$ cat config.mk
export PLATFORM = sky130hd
export DESIGN_NAME = jt12_wr_arb
export DESIGN_NICKNAME = d
export VERILOG_FILES = /design/src/rtl/jt12_wr_arb.sv
export SDC_FILE = /design/constraint.sdc
export NUM_CORES = 1
export LEC_CHECK = 0
export ABC_AREA = 1
export CAP_MARGIN = 20
export CELL_PAD_IN_SITES_DETAIL_PLACEMENT = 1
export CELL_PAD_IN_SITES_GLOBAL_PLACEMENT = 1
export CORE_MARGIN = 4
export CORE_UTILIZATION = 40
export CTS_CLUSTER_SIZE = 28
export DETAILED_ROUTE_END_ITERATION = 7
export PLACE_DENSITY_LB_ADDON = 0.1
export SETUP_SLACK_MARGIN = 0.1
export SLEW_MARGIN = 0
export SYNTH_ARGS = -nofsm -noshare
export SYNTH_HDL_FRONTEND = slang
export SYNTH_SLANG_ARGS = --single-unit
$ cat constraint.sdc
create_clock -name clk -period 2.5 [get_ports clk]
set_input_delay 0.5 -clock clk [delete_from_list [all_inputs] [get_ports clk]]
set_output_delay 0.5 -clock clk [all_outputs]
set_load 0.01 [all_outputs]
$ cat src/rtl/jt12_wr_arb.sv
// Two-port write arbiter in front of the jt12 register bus. It keeps a private address
// latch for each requester and holds every data write until the chip's busy flag clears.
module jt12_wr_arb #(
  parameter int BUSY_RISE_WIN = 4,
  parameter int BUSY_TMO      = 64
) (
  input  logic       rst,
  input  logic       clk,
  input  logic       cen,
  input  logic       req0,
  input  logic [1:0] addr0,
  input  logic [7:0] din0,
  output logic       ack0,
  input  logic       req1,
  input  logic [1:0] addr1,
  input  logic [7:0] din1,
  output logic       ack1,
  output logic [1:0] ym_addr,
  output logic [7:0] ym_din,
  output logic       ym_cs_n,
  output logic       ym_wr_n,
  input  logic       ym_busy,
  output logic       owner,
  output logic       tmo_err
);

  localparam int CNT_LIM = (BUSY_TMO > BUSY_RISE_WIN) ? BUSY_TMO : BUSY_RISE_WIN;
  localparam int CNT_W   = $clog2(CNT_LIM + 1);

  typedef enum logic [2:0] {
    S_IDLE, S_SHADOW, S_ADDR_WR, S_DATA_WR, S_BUSY_RISE, S_BUSY_FALL, S_DONE
  } state_t;

  typedef struct packed {
    logic       part;
    logic [7:0] regn;
  } shadow_t;

  state_t             state_q, state_d;
  shadow_t [1:0]      shadow_q, shadow_d;
  logic               owner_q, owner_d;
  logic               last_q, last_d;
  logic               op_part_q, op_part_d;
  logic [7:0]         op_din_q, op_din_d;
  logic               chip_valid_q, chip_valid_d;
  logic               chip_part_q, chip_part_d;
  logic [7:0]         chip_reg_q, chip_reg_d;
  logic [CNT_W-1:0]   cnt_q, cnt_d;
  logic [1:0]         ym_addr_q;
  logic [7:0]         ym_din_q;
  logic               ack0_q, ack0_d, ack1_q, ack1_d;
  logic               tmo_err_q, tmo_err_d;

  logic               gnt;
  logic [1:0]         addr_sel;
  logic [7:0]         din_sel;
  logic [CNT_W-1:0]   cnt_inc;
  logic               strobe;

  // Strobes are gated combinationally by cen so they can never appear outside a cen
  // cycle; the async reset of state_q therefore releases them immediately.
  assign strobe  = cen && (state_q == S_ADDR_WR || state_q == S_DATA_WR);
  assign ym_cs_n = ~strobe;
  assign ym_wr_n = ~strobe;

  always_comb begin
    ym_addr = ym_addr_q;
    ym_din  = ym_din_q;
    if (cen && state_q == S_ADDR_WR) begin
      ym_addr = {op_part_q, 1'b0};
      ym_din  = shadow_q[owner_q].regn;
    end else if (cen && state_q == S_DATA_WR) begin
      ym_addr = {op_part_q, 1'b1};
      ym_din  = op_din_q;
    end
  end

  assign gnt      = (req0 && req1) ? ~last_q : req1;
  assign addr_sel = gnt ? addr1 : addr0;
  assign din_sel  = gnt ? din1 : din0;
  assign cnt_inc  = (cnt_q == {CNT_W{1'b1}}) ? cnt_q : cnt_q + 1'b1;

  // NOTE: every next-state variable gets its hold value first, so no path through the
  // case statement can leave one unassigned and infer a latch.
  always_comb begin
    state_d      = state_q;
    shadow_d     = shadow_q;
    owner_d      = owner_q;
    last_d       = last_q;
    op_part_d    = op_part_q;
    op_din_d     = op_din_q;
    chip_valid_d = chip_valid_q;
    chip_part_d  = chip_part_q;
    chip_reg_d   = chip_reg_q;
    cnt_d        = cnt_q;
    tmo_err_d    = tmo_err_q;
    ack0_d       = 1'b0;
    ack1_d       = 1'b0;

    case (state_q)
      S_IDLE: if (req0 || req1) begin
        owner_d   = gnt;
        op_part_d = addr_sel[1];
        op_din_d  = din_sel;
        if (!addr_sel[0]) begin
          state_d = S_SHADOW;
        end else begin
          shadow_d[gnt].part = addr_sel[1];
          if (!chip_valid_q || chip_part_q != addr_sel[1] ||
              chip_reg_q != shadow_q[gnt].regn)
            state_d = S_ADDR_WR;
          else
            state_d = S_DATA_WR;
        end
      end
      S_SHADOW: begin
        shadow_d[owner_q] = '{part: op_part_q, regn: op_din_q};
        state_d           = S_DONE;
      end
      S_ADDR_WR: if (cen) begin
        chip_valid_d = 1'b1;
        chip_part_d  = op_part_q;
        chip_reg_d   = shadow_q[owner_q].regn;
        state_d      = S_DATA_WR;
      end
      S_DATA_WR: if (cen) begin
        cnt_d   = '0;
        state_d = S_BUSY_RISE;
      end
      S_BUSY_RISE: if (cen) begin
        if (ym_busy) begin
          cnt_d   = '0;
          state_d = S_BUSY_FALL;
        end else if (cnt_inc >= CNT_W'(BUSY_RISE_WIN)) begin
          state_d = S_DONE;
        end else begin
          cnt_d = cnt_inc;
        end
      end
      S_BUSY_FALL: if (cen) begin
        if (!ym_busy) begin
          state_d = S_DONE;
        end else if (cnt_inc >= CNT_W'(BUSY_TMO)) begin
          tmo_err_d = 1'b1;
          state_d   = S_DONE;
        end else begin
          cnt_d = cnt_inc;
        end
      end
      S_DONE: begin
        last_d  = owner_q;
        state_d = S_IDLE;
      end
      default: state_d = S_IDLE;
    endcase

    // The completion pulse is registered so it lines up with the single DONE cycle.
    if (state_d == S_DONE) begin
      ack0_d = ~owner_q;
      ack1_d = owner_q;
    end
  end

  // NOTE: sequential state uses non-blocking assignments only; the shadows are tiny and
  // carry architectural reset values, so they are reset like any other flop.
  always_ff @(posedge clk or posedge rst) begin
    if (rst) begin
      state_q      <= S_IDLE;
      shadow_q     <= '0;
      owner_q      <= 1'b0;
      last_q       <= 1'b1;
      op_part_q    <= 1'b0;
      op_din_q     <= 8'h00;
      chip_valid_q <= 1'b0;
      chip_part_q  <= 1'b0;
      chip_reg_q   <= 8'h00;
      cnt_q        <= '0;
      ym_addr_q    <= 2'b00;
      ym_din_q     <= 8'h00;
      ack0_q       <= 1'b0;
      ack1_q       <= 1'b0;
      tmo_err_q    <= 1'b0;
    end else begin
      state_q      <= state_d;
      shadow_q     <= shadow_d;
      owner_q      <= owner_d;
      last_q       <= last_d;
      op_part_q    <= op_part_d;
      op_din_q     <= op_din_d;
      chip_valid_q <= chip_valid_d;
      chip_part_q  <= chip_part_d;
      chip_reg_q   <= chip_reg_d;
      cnt_q        <= cnt_d;
      ym_addr_q    <= ym_addr;
      ym_din_q     <= ym_din;
      ack0_q       <= ack0_d;
      ack1_q       <= ack1_d;
      tmo_err_q    <= tmo_err_d;
    end
  end

  assign ack0    = ack0_q;
  assign ack1    = ack1_q;
  assign owner   = owner_q;
  assign tmo_err = tmo_err_q;

endmodule
**Word level (Yosys, flattened, before mapping)**

Index checks and enable logic that the tools add are counted.

- Flip-flop bits (word level): 62
- Latch bits: 0
- Memory bits (writable): 0
- Memory bits (read-only): 0
- Bits of input ports: 26
- Output and inout port bits: 16
- Logic and storage cells: 108
- Memories kept: 0

- Add/sub/neg operators: 1
- Multiply operators: 0
- Div/mod/pow operators: 0
- $lt $le $gt $ge: 6
- Eq/ne operators: 18
- Shift-type cells: 0
- Mux-type cells: 43
- Bitwise gates (word level): 3
- Reductions and logical operators: 19

Operators by type and width:

| operator | number |
|---|---|
| $mux 7 | 8 |
| $mux 8 | 7 |
| $bwmux 18 | 2 |
| $mux 18 | 2 |
| $pmux 18 s2 | 1 |
| $mux 3 | 9 |
| $pmux 7 s3 | 1 |
| $demux 9 s1 | 2 |
| $mux 9 | 2 |
| $pmux 3 s6 | 1 |
| $ne 2x2->1 const B | 7 |
| $eq 3x3->1 const B | 4 |
| $mux 2 | 4 |
| $ne 8x8->1 | 1 |
| $add 7x1->7 const B | 1 |
| $eq 7x7->1 const B | 1 |
| $ge 7x3->1 const B | 1 |
| $ge 7x7->1 const B | 1 |
| $reduce_and 7->1 | 1 |
| $eq 3x2->1 const B | 2 |
| $logic_and 1x1->1 | 6 |
| $logic_or 1x1->1 | 4 |
| $lt 1x2->1 const B | 2 |
| $mux 1 | 4 |
| other kinds (12) | 16 |

**Logic depth before layout (Yosys ltp)**

Gate-level depths: netlist (run 1).

- Depth after elaboration: 12
- Depth in mapped cells: 14
- Mapped depth without buffers: 14

**Least setup slack after synthesis (run 1)**

OpenSTA, ideal clock, no wires.

- Path type: register to output
- Start point: register state_q[1]
- End point: output ym_addr[1]
- Arrival time: 1,366 ps
- Required time: 2,000 ps
- Path slack: 634 ps
- Cell stages (with the launch flop): 8
- Path buffers: 1
- Cell sequence: dfrtp_1 > inv_2 > nor2_2 > inv_1 > nor2_1 > inv_1 > clkbuf_1 > o21ai_0

- Cells in the longest elaborated chain, start to end: 4
- Elaborated cells between the ends (all ways): 6
- Classes of those cells: eq/ne: 2; mux: 2; reduce/logical: 2

RTL lines:

| what | RTL line | RTL |
|---|---|---|
| start, declared | 39 | `state_t state_q, state_d;` |
| start signal, assigned | 184 | `state_q <= state_d;` |
| $eq 3x2->1 | 72 | `end else if (cen && state_q == S_DATA_WR) begin` |
| $logic_and 1x1->1 | 72 |  |
| $mux 2 | 72 |  |
| $mux 2 * | 69 | `if (cen && state_q == S_ADDR_WR) begin` |
| end, declared | 18 | `output logic [1:0] ym_addr,` |

Every way passes the cells marked *; elsewhere a longest branch is shown, timed or not.

**Worst setup path after layout (run 1)**

- Start point: register state_q[1]
- End point: output ym_addr[0]

Same word-level chain as after synthesis.

==> results of run 1 <==
-- per-layer routing --
layer  wire length [µm]  part of all wire  GRT usage  vias up
met2               4120              0.47      0.327       59
met4                128             0.015     0.0701        0
met3                376             0.043     0.0380       11
met5                  0                 0          0        -
li1                   -                 -          -     1415
met1               4190              0.48      0.287     1374
-- cell type report --
| type | count | area, µm² |
|---|---|---|
| tap | 99 | 124 |
| fill | 937 | 3500 |
| timing repair buffer | 65 | 557 |
| multi-input combinational | 271 | 1350 |
| clock buffer | 13 | 159 |
| sequential | 60 | 1500 |
| clock inverter | 2 | 10.0 |
| inverter | 54 | 210 |
-- worst max-delay path: stages (launching register included) --
cell and delay (ns):
dfrtp_1 0.39, inv_2 0.07, nor2_2 0.10, inv_1 0.08
nor2_2 0.14, nand2_2 0.10, buf_4 0.16, o21ai_0 0.06
inv_1 0.07, dlygate4sd2_1 0.28
-- cells in the final DEF (no fill, tap or decap), types with 3 or more instances in the layout --
master / Yosys / routed
nand2_1: 104 / 104
dfrtp_1: 59 / 59
o21ai_0: 53 / 52
inv_1: 45 / 43
nor2_1: 34 / 31
clkdlybuf4s50_1: 0 / 28
nand3_1: 23 / 23
buf_4: 3 / 23
clkbuf_8: 0 / 11
o211ai_1: 10 / 10
inv_2: 8 / 9
o22ai_1: 8 / 8
clkbuf_2: 0 / 8
nor2_2: 3 / 6
nand2_2: 5 / 5
o21ai_1: 4 / 5
nor3_1: 5 / 5
dlygate4sd2_1: 0 / 5
nand4_1: 3 / 3
-- where the power goes --
group	switching, mW	internal [mW]
combinational	1.22	0.778
clock	0.383	0.406
sequential	0.236	1.36
total	1.84	2.55
-- repair_timing --
action / in CTS / in global routing
cloned: 0 / 0
buffers inserted: 1 / 2
endpoints found under the setup margin: 12 / 8
gates resized for setup: 20 / 16
pin swaps: 3 / 4
-- registers in the layout (all words and copies together) (netlist names), 2 cells and up --
name	flops
state_q	3
cnt_q	7
ym_din_q	8
ym_addr_q	2
shadow_q	16
op_din_q	8
chip_reg_q	8
-- logic make-up (layout without fill, tap and decap cells) --
logic type | count (synthesis) | after routing | synth area share
simple gates | 187 | 187 | 0.273
compound gates | 82 | 82 | 0.150
buf+inv | 67 | 134 | 0.0900
flops | 60 | 60 | 0.481
fa+ha+maj | 1 | 1 | 0.00400
xor+xnor | 1 | 1 | 0.00280
-- how the worst max path moves through the flow --
| stage | to | slack, ns | depth (start not counted) |
|---|---|---|---|
| 2_1_floorplan | ack0 | 0.52 | 1 |
| 6_report | ym_addr[0] | 0.22 | 9 |
| 5_1_grt | ym_din[2] | 0.09 | 6 |
| 3_3_place_gp | ym_din[5] | -0.24 | 6 |
| 4_1_cts | ym_din[7] | 0.09 | 7 |
| 3_5_place_dp | ym_din[7] | -0.32 | 6 |
==> impl_metrics.csv, run 1 <==
group,metric,value,unit
clocking,cts_max_level,3,
synthesis,yosysMostFrequentCell,"nand2_1",
route,via_count,2859,
grt,grt_max_degree,61,
synthesis,synth_seq_cells,60,
timing,drv_slew,0,
worst_setup_path,r2r_start,"cnt_q[0]",
hold_path,min_path_type,"flop to flop",
route,detail_route.first_pass.iterations,4,
grt,grt_pass1_wl,14600,µm
grt,grt_pass1_vias,2925,
die,start_util,0.422,
timing,hold_viol_final,0,
timing,setup_tns,0,ns
synthesis,synth-async-reset-ratio,1.00,
timing,rsz0062_at_grt,"no",
timing,clock_skew,0.00994,ns
final_layout,layout.cells.non_filler,564,
route,wl_per_cell,15.6,µm
final_layout,drive_gt1_frac,0.168,
die,die_w,96.4,µm
status,status,"finished, final reports clean",
pwr,p_per_area,1120,nW/µm²
worst_setup_path,crit_fanout,3,
route,drtIter0Drc,106,
place,place_inst,546,
clocking,path_clk_slew,0.06,ns
clocking,cts.sinks,60,
pwr,leakage,1.87,nW
synthesis,synth.area.top_cells,"dfrtp_1, nand2_1, o21ai_0",
final_layout,finalNetCount,488,
place,numPortBuffers,41,
grt,grt_usage,0.207,
synthesis,postSynthCellCount,398,
worst_setup_path,crit_path_end_kind,"primary output",
hold_path,min_from,"chip_valid_q",
pwr,total_power,4.39,mW
route,drc,0,
synthesis,synth_edf_count,0,
worst_setup_path,reg2reg_to,"cnt_q[1]",
timing,max_freq,438,MHz
timing,min_period,2.28,ns
place,place_congestion,0.786,
place,pre_cts_ws,-0.322,ns
die,die_h,96.4,µm
worst_setup_path,arrival,1.78,ns
hold_path,worstHoldPathCells,1,
place,placed_area,3750,µm²
timing,worst_pin_slew,0.468,ns
die,rows,31,
synthesis,synth_nets,425,
final_layout,syn2layout_area_growth,25.1,%
synthesis,yosys.area.top_type_share,0.472,
synthesis,ys_types,35,
final_layout,postLayoutCoreUtil,0.528,
worst_setup_path,r2r_slack,0.51,ns
synthesis,ys_seq_area_frac,0.481,
hold_path,min_to,"chip_valid_q",
timing,holdWs,0.485,ns
worst_setup_path,critPathKind,"flop to primary output",
worst_setup_path,cp-start-kind,"flop",
die,io_pins,42,
timing,setup_viol,0,
grt,antenna_found_initial,0,
die,die_area,9300,µm²
route,postRouteAntennaNets,0,
place,hpwlAfterDp,6490,µm
die,core_area,7410,µm²
timing,maxSlewHeadroom,0.680,
route,drt_wl_total,8810,µm
clocking,cts_root_buffer,"clkbuf_8",
final_layout,fin_area,3910,µm²
grt,gr-total-overflow,0,
clocking,hold_buffers,0,
worst_setup_path,cp.required,2.00,ns
route,vias_per_cell,5.07,
synthesis,yosys.area.top_type,"dfrtp_1",
synthesis,ys.flop_type,"dfrtp_1",
synthesis,synth_warnings,0,
final_layout,antennaDiodeCount,0,
pwr,vdd_drop_max,0.549,mV
timing,setup_ws,0.216,ns
clocking,cts_tree,"done",
clocking,clk_latency,0.35,ns
synthesis,syn_area,3130,µm²
timing,layout_worst_path_cycle_share,0.913,
clocking,cts-buffers-inserted,9,
worst_setup_path,reg2reg_depth,12,
clocking,clockBufferDepth,2,
flow_run,max_cap_violations,0,
worst_setup_path,crit_start,"state_q[1]",
synthesis,synth_area_per_cell,7.86,µm²
synthesis,yosys-top-cells-count,"nand2_1, dfrtp_1, o21ai_0",
(Power assumes the default switching activity.)
==> run 2, diff against run 1 <==
Settings changed: PLACE_DENSITY from default to 0.83, PLACE_DENSITY_LB_ADDON 0.1 to default.
==> run 2 against run 1 <==
Compared with the run above: sequential power grew 2%; utilization increased by 0.44 points; non-clock buffer count decreased by 5; power is 3.7% higher; routed wire length rose by 7.7%; final cell count is 0.71% lower; worst setup slack lost 0.037 ns; first-iteration DRC count is 71% higher; clock skew is 0.00071 ns higher; register-to-register slack lost 0.03 ns; critical path type unchanged; critical endpoint is now ym_wr_n; largest power group unchanged.
==> impl_metrics.csv, run 2 (synthesis results as in run 1) <==
group,metric,value,unit
grt,grt_usage,0.217,
die,start_util,0.422,
route,via_count,2935,
die,core_area,7410,µm²
place,numPortBuffers,41,
route,vias_per_cell,5.24,
route,detail_route.first_pass.iterations,4,
timing,setup_viol,0,
hold_path,min_path_type,"flop to flop",
timing,worst_pin_slew,0.393,ns
final_layout,finalNetCount,484,
pwr,p_per_area,1150,nW/µm²
die,die_area,9300,µm²
timing,maxSlewHeadroom,0.736,
worst_setup_path,r2r_start,"cnt_q[0]",
final_layout,layout.cells.non_filler,560,
route,postRouteAntennaNets,0,
final_layout,largest_register_ffs,16,
clocking,cts_root_buffer,"clkbuf_8",
timing,min_period,2.32,ns
route,drtIter0Drc,181,
worst_setup_path,crit_path_frequent_cell,"inv_2",
worst_setup_path,worstPathCellList,"inv_2, nor2_4, inv_2, nor2_2, inv_2, buf_12, clkdlybuf4s50_1",
worst_setup_path,arrival,1.82,ns
grt,antenna_found_initial,0,
timing,layout_worst_path_cycle_share,0.928,
die,die_h,96.4,µm
timing,max_freq,431,MHz
flow_run,max_cap_violations,0,
clocking,path_clk_slew,0.07,ns
route,drt_wl_total,9480,µm
final_layout,antennaDiodeCount,0,
pwr,vdd_drop_max,0.552,mV
worst_setup_path,worstPathBufferInverterCount,5,
place,hpwlAfterDp,6540,µm
clocking,clk_latency,0.34,ns
route,wl_per_cell,16.9,µm
clocking,clockBufferDepth,2,
hold_path,min_to,"tmo_err",
final_layout,top_register,"shadow_q",
pwr,leakage,1.88,nW
die,rows,31,
worst_setup_path,crit_path_end_kind,"primary output",
final_layout,postLayoutCoreUtil,0.533,
timing,hold_viol_final,0,
grt,gr-total-overflow,0,
timing,setup_ws,0.180,ns
clocking,cts_max_level,3,
worst_setup_path,r2r_slack,0.48,ns
worst_setup_path,reg2reg_depth,12,
status,status,"finished, final reports clean",
timing,drv_slew,0,
worst_setup_path,critPathKind,"flop to primary output",
worst_setup_path,slowest_stage,"clkdlybuf4s50_1",
timing,rsz0062_at_grt,"no",
grt,grt_pass1_vias,3219,
place,place_inst,541,
final_layout,drive_gt1_frac,0.165,
clocking,cts.sinks,60,
worst_setup_path,cpPeakStageDelay,0.47,ns
hold_path,min_from,"tmo_err",
place,place_congestion,0.821,
die,io_pins,42,
clocking,cts-buffers-inserted,9,
final_layout,final_cell_mix,"nand2_1, dfrtp_1, o21ai_0",
hold_path,worstHoldPathCells,1,
worst_setup_path,crit_fanout,10,
place,pre_cts_ws,-0.254,ns
die,die_w,96.4,µm
final_layout,final_common_cell,"nand2_1",
timing,clock_skew,0.0106,ns
worst_setup_path,reg2reg_to,"cnt_q[5]",
grt,grt_pass1_wl,15400,µm
clocking,cts_tree,"done",
final_layout,syn2layout_area_growth,26.2,%
worst_setup_path,cp.required,2.00,ns
worst_setup_path,crit_family,"buffers and inverters",
route,drc,0,
grt,grt_max_degree,61,
worst_setup_path,cp-start-kind,"flop",
==> run 2: changes by cell type in the layout (fill, tap and decap cells not counted), sizes merged <==
cell / before / now
dlygate4sd2: 5 / 3
buf: 24 / 21
clkbuf: 21 / 19
inv: 54 / 55
clkdlybuf4s50: 28 / 29
clkinv: 2 / 1
bufinv: 0 / 1
dlymetal6s2s: 0 / 1
==> run 2: worst max-delay path by stage <==
stage	cells past startpoint	from	endpoint
global route	8	state_q[2]	ym_addr[0]
detailed placement	8	cen	ym_din[2]
finish	7	state_q[1]	ym_wr_n
global placement	6	cen	ym_din[3]
floorplan	1	rst	ack0
CTS	9	state_q[1]	ym_din[2]
==> run 2: power by group <==
group | switching (mW) | internal (mW)
combinational | 1.26 | 0.787
clock | 0.373 | 0.482
sequential | 0.278 | 1.37
==> run 2: worst reg2reg max path: cells and delay by family, from the launching register on <==
| family | cells | cell delay (ns) |
|---|---|---|
| AOI/OAI and AO/OA | 2 | 0.26 |
| and+or+nand+nor | 7 | 0.84 |
| DFF | 1 | 0.42 |
| adders and majority gates | 1 | 0.23 |
| buffers and inverters | 2 | 0.18 |
==> run 2: layout make-up <==
type                       count  area, µm²
clock inverter                 2       35.0
timing repair inverter         1       6.26
tap                           99        124
timing repair buffer          60        549
multi-input combinational    271       1370
inverter                      54        213
clock buffer                  13        149
sequential                    60       1500
fill                         920       3460
==> run 2: what timing repair did <==
item,4_1_cts,5_1_grt
hold buffers,0,0
setup buffers,2,1
gates resized for setup,22,23
setup endpoints to repair,13,11
pin swaps,2,0
cloned,0,1
==> run 2: per-layer routing <==
layer / vias up / global-route usage / wire [µm]
met1: 1456 / 0.270 / 4150
met2: 56 / 0.377 / 4870
met3: 9 / 0.0411 / 352
met4: 0 / 0.0736 / 107
li1: 1414 / - / -
met5: - / 0 / 0
==> run 2: through the flow <==
| step | total power [mW] | setup TNS (ns) | hold WS [ns] | cell area [µm²] |
|---|---|---|---|---|
| floorplan | 2.82 | 0 | 0.440 | 3130 |
| global placement | 3.52 | -1.42 | 0.456 | 3740 |
| detailed placement | 3.66 | -2.29 | 0.471 | 3740 |
| CTS | 4.53 | 0 | 0.488 | 3940 |
| global route | 4.91 | 0 | 0.500 | 3950 |
| finish | 4.55 | 0 | 0.483 | 3950 |
==> run 3, diff against run 2 <==
Settings changed: SLEW_MARGIN 0 to 40.
==> results of run 3 <==
No change in the layout: final DEF, timing and power equal those of run 2.
